### src/rtl/prty_chk_strip.sv
// prty_chk_strip: receive-side cell-parity checker and stripper.
// The input word carries one parity bit per CELL_WTH-bit payload cell in its
// MSBs. Parity is recomputed per cell and mismatches are flagged. The parity
// is then stripped and the payload is forwarded through one registered
// valid/ready stage. A saturating counter and a sticky flag record errored
// words at the moment they are handed downstream.
module prty_chk_strip #(
  parameter int DATA_WTH = 279,
  parameter int CELL_WTH = 32,
  parameter int ODD_PRTY = 0,
  parameter int CNT_WTH  = 16,
  // Derived from the payload and cell widths; not meant to be overridden.
  localparam int PRTY_WTH = (DATA_WTH + CELL_WTH - 1) / CELL_WTH
) (
  input  logic                         clk_sys,
  input  logic                         rst,
  input  logic                         in_vld,
  input  logic [DATA_WTH+PRTY_WTH-1:0] in_data,
  output logic                         in_rdy,
  output logic                         out_vld,
  output logic [DATA_WTH-1:0]          out_data,
  input  logic                         out_rdy,
  output logic                         out_err,
  output logic [PRTY_WTH-1:0]          err_cell,
  output logic [CNT_WTH-1:0]           err_cnt,
  output logic                         err_sticky,
  input  logic                         err_clr
);

  localparam logic               ODD_BIT = (ODD_PRTY != 0);
  localparam logic [CNT_WTH-1:0] CNT_MAX = '1;
  localparam logic [CNT_WTH-1:0] CNT_ONE = {{(CNT_WTH-1){1'b0}}, 1'b1};

  // Input word split into payload and per-cell parity.
  logic [DATA_WTH-1:0] in_payload;
  logic [PRTY_WTH-1:0] in_prty;
  logic [PRTY_WTH-1:0] cell_err;
  logic                word_err;

  assign in_payload = in_data[DATA_WTH-1:0];
  assign in_prty    = in_data[DATA_WTH +: PRTY_WTH];

  // Per-cell parity check. The last cell takes whatever payload bits remain,
  // so it can be narrower than CELL_WTH.
  generate
    for (genvar gi = 0; gi < PRTY_WTH; gi++) begin : g_cell
      localparam int LO = gi * CELL_WTH;
      localparam int HI = (gi == PRTY_WTH - 1) ? (DATA_WTH - 1) : (LO + CELL_WTH - 1);
      assign cell_err[gi] = (^in_payload[HI:LO]) ^ ODD_BIT ^ in_prty[gi];
    end
  endgenerate

  assign word_err = |cell_err;

  // Output stage registers.
  logic                out_vld_reg;
  logic [DATA_WTH-1:0] out_data_reg;
  logic                out_err_reg;
  logic [PRTY_WTH-1:0] err_cell_reg;

  // Error statistics registers and their next-state values.
  logic [CNT_WTH-1:0]  err_cnt_reg;
  logic [CNT_WTH-1:0]  err_cnt_next;
  logic                err_sticky_reg;
  logic                err_sticky_next;

  logic                load;
  logic                handoff;
  logic                handoff_err;

  // The stage accepts whenever it is empty or is emptying this same cycle,
  // so streaming with out_rdy held high runs at full rate with no bubble.
  assign in_rdy      = ~out_vld_reg | out_rdy;
  assign load        = in_vld & in_rdy;
  assign handoff     = out_vld_reg & out_rdy;
  assign handoff_err = handoff & out_err_reg;

  // Output stage: capture payload and check result together; hold while stalled.
  always_ff @(posedge clk_sys) begin
    if (rst) begin
      out_vld_reg  <= 1'b0;
      out_data_reg <= '0;
      out_err_reg  <= 1'b0;
      err_cell_reg <= '0;
    end else if (load) begin
      out_vld_reg  <= 1'b1;
      out_data_reg <= in_payload;
      out_err_reg  <= word_err;
      err_cell_reg <= cell_err;
    end else if (handoff) begin
      out_vld_reg  <= 1'b0;
    end
  end

  // Statistics next state: an errored handoff takes priority over a clear,
  // so a clear in that cycle leaves exactly this one event recorded.
  always_comb begin
    err_cnt_next    = err_cnt_reg;
    err_sticky_next = err_sticky_reg;
    if (handoff_err) begin
      err_sticky_next = 1'b1;
      if (err_clr) begin
        err_cnt_next = CNT_ONE;
      end else if (err_cnt_reg != CNT_MAX) begin
        err_cnt_next = err_cnt_reg + CNT_ONE;
      end
    end else if (err_clr) begin
      err_cnt_next    = '0;
      err_sticky_next = 1'b0;
    end
  end

  // Statistics registers. Counting happens only at handoff, so a word held
  // under backpressure is counted once.
  always_ff @(posedge clk_sys) begin
    if (rst) begin
      err_cnt_reg    <= '0;
      err_sticky_reg <= 1'b0;
    end else begin
      err_cnt_reg    <= err_cnt_next;
      err_sticky_reg <= err_sticky_next;
    end
  end

  assign out_vld    = out_vld_reg;
  assign out_data   = out_data_reg;
  assign out_err    = out_err_reg;
  assign err_cell   = err_cell_reg;
  assign err_cnt    = err_cnt_reg;
  assign err_sticky = err_sticky_reg;

endmodule

### config.mk
export PLATFORM = sky130hd
export DESIGN_NAME = prty_chk_strip
export DESIGN_NICKNAME = d
export VERILOG_FILES = /design/src/rtl/prty_chk_strip.sv
export SDC_FILE = /design/constraint.sdc
export NUM_CORES = 1
export LEC_CHECK = 0
export CAP_MARGIN = 20
export CORE_AREA = 2 2 234 236
export CTS_CLUSTER_SIZE = 30
export DETAILED_ROUTE_END_ITERATION = 6
export DIE_AREA = 0 0 236 238
export MAX_ROUTING_LAYER = met4
export SLEW_MARGIN = 20
export SYNTH_ARGS = -nofsm -noshare
export SYNTH_HDL_FRONTEND = slang
export SYNTH_SLANG_ARGS = --single-unit
### constraint.sdc
create_clock -name clk_sys -period 3.8 [get_ports clk_sys]
set_clock_uncertainty 0.15 [all_clocks]
set_input_delay 0.38 -clock clk_sys [delete_from_list [all_inputs] [get_ports clk_sys]]
set_output_delay 0.38 -clock clk_sys [all_outputs]
set_load 0.1 [all_outputs]
Word level (Yosys, flattened, before mapping)
Cells that the tools add are included.
{"block": "totals", "wordCells": 44, "ff_bits": 307}
{"block": "op_classes", "n_eq_ne": 1, "n_bitwise": 14, "n_addsub": 1, "mux": 8, "n_reduce_logical": 14}
{"cell": "$reduce_xor A32 Y1", "count": 8}
{"cell": "$mux W16", "count": 4}
{"cell": "$reduce_xor A23 Y1", "count": 1}
{"cell": "$add A16 B1 Y16 const B", "count": 1}
{"cell": "$ne A16 B16 Y1 const B", "count": 1}
{"cell": "$reduce_or A9 Y1", "count": 1}
{"cell": "$xor A1 B1 Y1", "count": 9}
{"cell": "$reduce_bool A2 Y1", "count": 3}
{"cell": "$mux W1", "count": 4}
{"cell": "$and A1 B1 Y1", "count": 3}
{"cell": "$reduce_and A2 Y1", "count": 1}
{"cell": "$not A1 Y1", "count": 1}
{"cell": "$or A1 B1 Y1", "count": 1}

Longest topological paths before layout
Gate-level depths: netlist of the first run.
{"block": "depth", "ltp_word": 4, "ltp_mapped": 8}

Worst setup path after synthesis of the first run
Ideal clock, no wire load.
{"block": "synth_path", "kind": "register -> register", "startpoint": "register out_vld_reg, in the netlist out_vld", "endpoint": "register out_data_reg[118], in the netlist out_data[118]", "synth_period_minus_slack_ps": 3148, "setup_slack_ps": 652, "path_stages_with_launch": 9, "setup_time_ps": 70, "path_buffers": 4, "arrival_time_ps": 2928, "path_cell_list": "dfxtp_1 nand2b_1 clkbuf_1 and2_1 clkbuf_1 clkbuf_1 clkbuf_1 nand2_1 a21oi_1"}
{"block": "synth_between", "elab_chain_len": 3}
{"item": "from (decl)", "line_no": "56", "source": "logic out_vld_reg;"}
{"item": "from (signal assigned)", "line_no": "81", "source": "out_vld_reg <= 1'b0;"}
{"item": "from (signal assigned)", "line_no": "86", "source": "out_vld_reg <= 1'b1;"}
{"item": "from (signal assigned)", "line_no": "91", "source": "out_vld_reg <= 1'b0;"}
{"item": "$not A1 Y1", "line_no": "73", "source": "assign in_rdy = ~out_vld_reg | out_rdy;"}
{"item": "$or A1 B1 Y1", "line_no": "73"}
{"item": "via in_rdy", "line_no": "19", "source": "output logic in_rdy,"}
{"item": "$and A1 B1 Y1", "line_no": "74", "source": "assign load = in_vld & in_rdy;"}
{"item": "to (signal assigned)", "line_no": "87", "source": "out_data_reg <= in_payload;"}
{"item": "to (decl)", "line_no": "57", "source": "logic [DATA_WTH-1:0] out_data_reg;"}
The timed path passes the listed nets, and every way through them passes these cells.
A chain may end at the register's enable or synchronous reset.

Worst setup path in the final report of the first run
{"block": "layout_path", "startpoint": "register err_cnt_reg[0], in the netlist err_cnt[0]", "endpoint": "output err_cnt[0]"}
{"item": "from (decl)", "line_no": "62", "source": "logic [CNT_WTH-1:0] err_cnt_reg;"}
{"item": "from (signal assigned)", "line_no": "120", "source": "err_cnt_reg <= err_cnt_next;"}
{"item": "to (decl)", "line_no": "25", "source": "output logic [CNT_WTH-1:0] err_cnt,"}
No word-level cell between the ends.

==> reports/results.tsv, run 1 <==
stage	metric	value	unit
floorplanning	floorplan.initialDensity	0.247	
power	intPower	6.91	mW
route	routed_wl	50200	um
power	sequential_cell_fraction_of_total_power	0.317	
power	finalPower	11.2	mW
critical_path	crit_path_end	err_cnt[0]	
route	detail_route.wl_per_cell	17.3	um
yosys	synthDominantCellAreaShare	0.466	
clock_tree	clock_tree.buffer_depth	3	
clock_tree	ctsHtreeMaxLevel	2	
timing	final_hold_viol_count	0	
yosys	synth_seq_cells	307	
power	power_switching	4.30	mW
critical_path	cp-startpoint	err_cnt[0]	
cells_and_area	max_reg_flops	279	
yosys	synth_top_flop_cell	dfxtp_1	
critical_path	cp_data_required_time	3.27	ns
critical_path	cp.depth	1	
yosys	yosys.area.top_type	dfxtp_1	
global_routing	track_usage	0.177	
floorplanning	die_height	238	um
floorplanning	number_of_rows_in_the_core_area	85	
power	power-per-cell-area	532	mW/mm2
cells_and_area	final-instance-count-excl-fill	2903	
yosys	synthDistinctLibCells	33	
timing	finalMaxSlewViolations	0	
cells_and_area	area.growth.synth_to_final	59.7	%
clock_tree	cts_setup_buffers	0	
yosys	post_synth_most_frequent_cells	584 x nand2_1, 307 x dfxtp_1, 291 x a21oi_1	
global_routing	antenna_found_initial	3	
placed_design	post-place-cells	2834	
cells_and_area	register_area	0.00615	mm2
yosys	syn_inst	1626	
critical_path	setup.worst_path.start_class	register	
critical_path	cpMaxStageDelayCell	clkdlybuf4s50_1	
power	switching_share	0.383	
clock_tree	latest_clock_arrival_within_the_worst_skew_pair	0.54	ns
timing	worst_slack	1.00	ns
clock_tree	clock_sink_count	307	
critical_path	timing.critical_path.arrival	2.27	ns
clock_tree	post_cts_resize_count	0	
route	drt-pass1-iter-count	4	
critical_path	crit-reg2reg-capture	err_cnt[10]	
critical_path	worstPathMaxFanout	5	
yosys	syn-num-nets	1920	
clock_tree	hold_buffers	0	
critical_path	rr_worst_depth	8	
floorplanning	die_area	0.0562	mm2
yosys	dominant_cell_by_count_in_the_synthesized_netlist	nand2_1	
clock_tree	cts_root_buf	clkbuf_16	
floorplanning	core_region_area	0.0535	mm2
power	ir_worst_vdd	313	uV
power	power_frac_clock	0.317	
clock_tree	clkTransAtPathRegs	0.06	ns
route	via_per_inst	4.39	
critical_path	critical_path_cell_by_cell	clkdlybuf4s50_1	
critical_path	r2r_start	err_cnt[0]	
run	maxCapViolations	0	
timing	setup-tns-final	0	ns
cells_and_area	final_layout_size_suffix_gt1_frac	0.0386	
timing	final.hold.worst_slack	0.225	ns
critical_path	critical_path_class	register to output pin	
worst_hold_path	worst_hold_path_type	input pin to register	
timing	period_share	0.736	
yosys	synthesis.area_per_instance	8.11	um2
route	drtIter0Drc	626	
placed_design	dp_hpwl	37500	um
outcome	run_status	finished, final reports clean	
yosys	ys_async_sr_fraction	0	
critical_path	cpLargestDelayFamily	buffers and inverters	
critical_path	critPathBufInv	1	
placed_design	placement.setup.worst_slack	0.615	ns
route	drc	0	
power	total_leakage_power	7.56	nW
timing	setup_repair_after_global_routing_missed_its_margin	no	
yosys	yosysSeqAreaShare	0.466	
yosys	synth_top_cells_by_area	dfxtp_1 47%, nand2_1 17%, xnor2_1 15%	
yosys	synth-edff-count	0	
timing	achievable-frequency	358	MHz
timing	fin_crit	2.80	ns
route	drtAntennaViolNets	0	
clock_tree	cts-buffers-inserted	38	
global_routing	via_count_of_the_first_global_routing_pass	12626	
timing	tightest_slew	1.13	ns
route	vias_after_detailed_routing	12732	
global_routing	grt_overflow_total	0	
cells_and_area	multi_input_area	0.00665	mm2
timing	max_slew_margin	0.246	
clock_tree	tritoncts_clock_tree	yes	
power	comb_power_share	0.366	
timing	count_of_final_setup_violators	0	
cells_and_area	fill_cells	5362	
critical_path	reg2reg_setup_slack	1.28	ns
yosys	ys.warnings.count	0	
yosys	synthesis.area	0.0132	mm2
floorplanning	io_pins	601	
critical_path	critical_path.max_stage_delay	1.21	ns
placed_design	gp_routability_congestion	0.902	
critical_path	critPathCaptureType	output pin	
cells_and_area	finish.net_count	2472	
placed_design	buffers_added_on_ports	600	
global_routing	grt_max_degree	173	
floorplanning	die_width	236	um
global_routing	global_route_wire_length_before_repair	74500	um
-- cells in the final DEF (no fill, tap or decap), drive strengths merged --
| cell | netlist | layout |
|---|---|---|
| or4 | 2 | 2 |
| xnor3 | 8 | 8 |
| clkinvlp | 0 | 3 |
| ha | 1 | 1 |
| and4 | 1 | 1 |
| inv | 4 | 6 |
| buf | 26 | 14 |
| and2 | 1 | 1 |
| a311oi | 2 | 2 |
| nand4 | 5 | 5 |
| a21oi | 291 | 291 |
| a41oi | 1 | 1 |
| a31oi | 2 | 2 |
| diode | 0 | 3 |
| mux2i | 1 | 1 |
| or2 | 2 | 2 |
| nand2 | 584 | 584 |
| nand2b | 2 | 2 |
| xor2 | 36 | 36 |
| nor3 | 5 | 5 |
| dfxtp | 307 | 307 |
| clkbuf | 73 | 51 |
| nor3b | 1 | 1 |
| nor2 | 20 | 20 |
| nor4 | 1 | 1 |
| clkinv | 0 | 8 |
| nand3 | 5 | 5 |
| o21ai | 5 | 5 |
| xnor2 | 238 | 238 |
| bufinv | 0 | 2 |
| a211oi | 1 | 1 |
| clkdlybuf4s50 | 0 | 597 |
| and3 | 1 | 1 |
-- cells by family after synthesis --
| group | after synthesis | synth area share |
|---|---|---|
| simple gates | 630 | 0.184 |
| flops | 307 | 0.466 |
| compound gates | 302 | 0.117 |
| xor+xnor | 282 | 0.200 |
| buf+inv | 103 | 0.0311 |
| mux | 1 | 0.000759 |
| fa+ha+maj | 1 | 0.000948 |
-- power groups by stage --
stage,clock (mW),combinational (mW),sequential (mW)
finish,3.55,4.10,3.56
global route,3.82,4.32,3.58
CTS,3.69,4.16,3.56
detailed placement,0,4.15,3.63
global placement,0,4.15,3.62
floorplan,0,1.29,5.19
-- how the worst min path moves through the flow --
stage	slack [ns]	to	depth (start not counted)	startpoint
2_1_floorplan	0.33	err_cnt[0]	1	err_clr
5_1_grt	0.25	out_data[118]	2	rst
3_5_place_dp	0.30	err_cell[7]	2	err_cell[7]
3_3_place_gp	0.29	out_data[245]	2	out_data[245]
4_1_cts	0.21	out_data[126]	2	rst
6_report	0.22	out_data[120]	2	rst
-- metrics by stage --
step	util	instance area, um2
floorplan	-	13200
global placement	0.371	19900
detailed placement	0.371	19900
CTS	0.394	21100
global route	0.394	21100
finish	0.394	21100
-- layout make-up --
class | count | share of cell area
antenna | 3 | 0.000356
multi-input combinational | 1216 | 0.315
clock inverter | 15 | 0.00665
inverter | 4 | 0.000712
timing repair buffer | 611 | 0.294
tap | 696 | 0.0413
sequential | 307 | 0.292
clock buffer | 51 | 0.0503
-- worst register-to-register path, cell delays in order (launching register included) --
cell and delay [ns]:
dfxtp_1 0.51, ha_1 0.26, nand4_1 0.19, nor3_2 0.37, a41oi_4 0.25, or2_1 0.32, nand2_1 0.13, xor2_1 0.16
nor2_1 0.06
-- metal layers --
layer,share of wire,vias up,routed length [um],track usage
li1,-,6309,-,-
met1,0.41,5851,20400,0.201
met2,0.48,467,24100,0.289
met3,0.079,105,3990,0.0546
met4,0.037,0,1840,0.0703
met5,0,-,0,-
Note: power is estimated with default switching activity, not from simulation.
==> run 2, diff against run 1 <==
CORE_AREA = 2 2 235 237   (was 2 2 234 236)
DIE_AREA = 0 0 237 239   (was 0 0 236 238)
clock period = 2.7 ns   (was 3.8 ns; I/O delays follow)
==> reports/results.tsv, run 2 (same netlist as run 1, synthesis figures left out) <==
stage	metric	value	unit
critical_path	cp-startpoint	in_data[98]	
run	maxCapViolations	0	
floorplanning	die_height	239	um
critical_path	rr_worst_depth	9	
power	ir_worst_vdd	379	uV
timing	final_hold_viol_count	0	
placed_design	buffers_added_on_ports	600	
cells_and_area	final_cell_area	0.0207	mm2
timing	max_slew_margin	0.615	
critical_path	critical_path_cell_by_cell	clkdlybuf4s50_1 > xnor2_1 > xnor2_1 > buf_4 > xnor2_2 > xnor3_1 > xnor2_1 > nor4_1 > buf_4 > a311oi_1	
global_routing	track_usage	0.170	
route	dr.max_layer_used	met4	
global_routing	antenna_found_initial	1	
critical_path	worstPathMaxFanout	2	
clock_tree	ctsHtreeMaxLevel	2	
route	routed_wl	49200	um
placed_design	dpl_cell_area	0.0195	mm2
global_routing	grt_max_degree	83	
critical_path	critPathCaptureType	register	
power	total_leakage_power	8.33	nW
critical_path	crit-reg2reg-capture	err_cnt[15]	
route	via_per_inst	4.38	
outcome	run_status	finished, final reports clean	
route	drtAntennaViolNets	0	
critical_path	setup.worst_path.start_class	input pin	
timing	period_share	0.903	
power	power-per-cell-area	767	mW/mm2
clock_tree	clkTransAtPathRegs	0.06	ns
route	drtIter0Drc	643	
clock_tree	clock_tree.buffer_depth	3	
global_routing	grt_overflow_total	0	
critical_path	r2r_start	err_cnt[0]	
critical_path	critical-path-top-cell-by-count	xnor2_1	
worst_hold_path	hold_path_depth	3	
route	vias_after_detailed_routing	12966	
cells_and_area	fin_util	0.381	
timing	setup_repair_after_global_routing_missed_its_margin	no	
cells_and_area	max_reg_flops	279	
clock_tree	latest_clock_arrival_within_the_worst_skew_pair	0.54	ns
critical_path	timing.critical_path.arrival	2.70	ns
critical_path	critical_path.max_stage_delay	0.44	ns
clock_tree	clock_sink_count	307	
cells_and_area	top_library_cells_by_usage_in_the_layout_fill_and_taps_aside	583 x nand2_1, 354 x buf_4, 298 x dfxtp_1	
clock_tree	cts_setup_buffers	0	
floorplanning	number_of_rows_in_the_core_area	86	
floorplanning	die_width	237	um
worst_hold_path	worst_hold_path_type	input pin to register	
timing	achievable-frequency	410	MHz
timing	fin_crit	2.44	ns
clock_tree	tritoncts_clock_tree	yes	
clock_tree	hold_buffers	1	
timing	count_of_final_setup_violators	0	
timing	tightest_slew	0.578	ns
placed_design	dp_hpwl	38000	um
clock_tree	cts_root_buf	clkbuf_16	
placed_design	gp_routability_congestion	0.862	
cells_and_area	final_common_cell	nand2_1	
critical_path	cpMaxStageDelayCell	clkdlybuf4s50_1	
worst_hold_path	hold_path_startpoint	in_data[123]	
critical_path	cp_data_required_time	2.96	ns
critical_path	crit_path_end	out_err	
cells_and_area	fill_cells	5483	
global_routing	global_route_wire_length_before_repair	73000	um
global_routing	via_count_of_the_first_global_routing_pass	12947	
floorplanning	io_pins	601	
cells_and_area	finish.net_count	2520	
floorplanning	die_area	0.0566	mm2
floorplanning	core_region_area	0.0543	mm2
route	wirelength_met1	19700	um
cells_and_area	area.growth.synth_to_final	57.0	%
critical_path	reg2reg_setup_slack	0.32	ns
floorplanning	floorplan.initialDensity	0.243	
cells_and_area	final_layout_size_suffix_gt1_frac	0.198	
route	met3WireLength	3870	um
clock_tree	cts-buffers-inserted	38	
route	drt-pass1-iter-count	5	
timing	finalMaxSlewViolations	0	
route	detail_route.wl_per_cell	16.6	um
route	routed_wl_met2	24100	um
route	drc	0	
critical_path	critical_path_class	input pin to register	
power	finalPower	15.9	mW
clock_tree	post_cts_resize_count	0	
## run 2: cell count changes in the layout (fill, tap and decap cells not counted), sizes merged
cell / previous run / this run
buf: 14 / 367
clkinvlp: 3 / 4
diode: 3 / 1
clkdlybuf4s50: 597 / 291
bufinv: 2 / 1
dlygate4sd3: 0 / 1
## run 2: worst min-delay path by stage
stage / to / slack (ns)
after floorplan: err_cnt[0] / 0.21
after global placement: out_data[83] / 0.29
after detailed placement: out_data[155] / 0.30
after CTS: out_data[9] / 0.12
after global routing: out_data[3] / 0.16
final: out_data[123] / 0.17
## run 2: cell type report
class	count	area [um2]	area share
antenna	1	2.50	0.000121
clock buffer	51	1050	0.0507
clock inverter	15	121	0.00586
inverter	4	15.0	0.000725
multi-input combinational	1216	6650	0.321
sequential	307	6160	0.297
tap	704	881	0.0425
timing repair buffer	659	5840	0.282
## run 2: power by group
group | internal, mW | leakage (nW) | switching (mW) | total (mW)
Combinational | 2.06 | 5.23 | 3.93 | 5.99
Sequential | 4.84 | 2.53 | 0.168 | 5.01
Clock | 2.84 | 0.568 | 2.06 | 4.89
## run 2: through the flow
step | hold WS, ns | setup slack (ns) | TNS [ns] | cells
6_report | 0.175 | 0.262 | 0 | 2957
5_1_grt | 0.164 | 0.0766 | 0 | 2957
4_1_cts | 0.123 | 0.241 | 0 | 2956
3_5_place_dp | 0.297 | -0.350 | -0.451 | 2889
3_3_place_gp | 0.293 | -0.394 | -0.491 | 2889
2_1_floorplan | 0.208 | 0.0209 | 0 | 1626
## run 2: critical path: cells and delay by family
family	cells	cell delay, ns
XOR/XNOR	5	1.19
buffers and inverters	3	0.75
AND/OR/NAND/NOR	1	0.41
AO/OA/AOI/OAI	1	0.07
## run 2: per-layer routing
metal  vias to the layer above  GRT usage
li1                       6395          -
met1                      6018      0.190
met2                       463      0.289
met3                        90     0.0500
met4                         0     0.0618
met5                         -          -
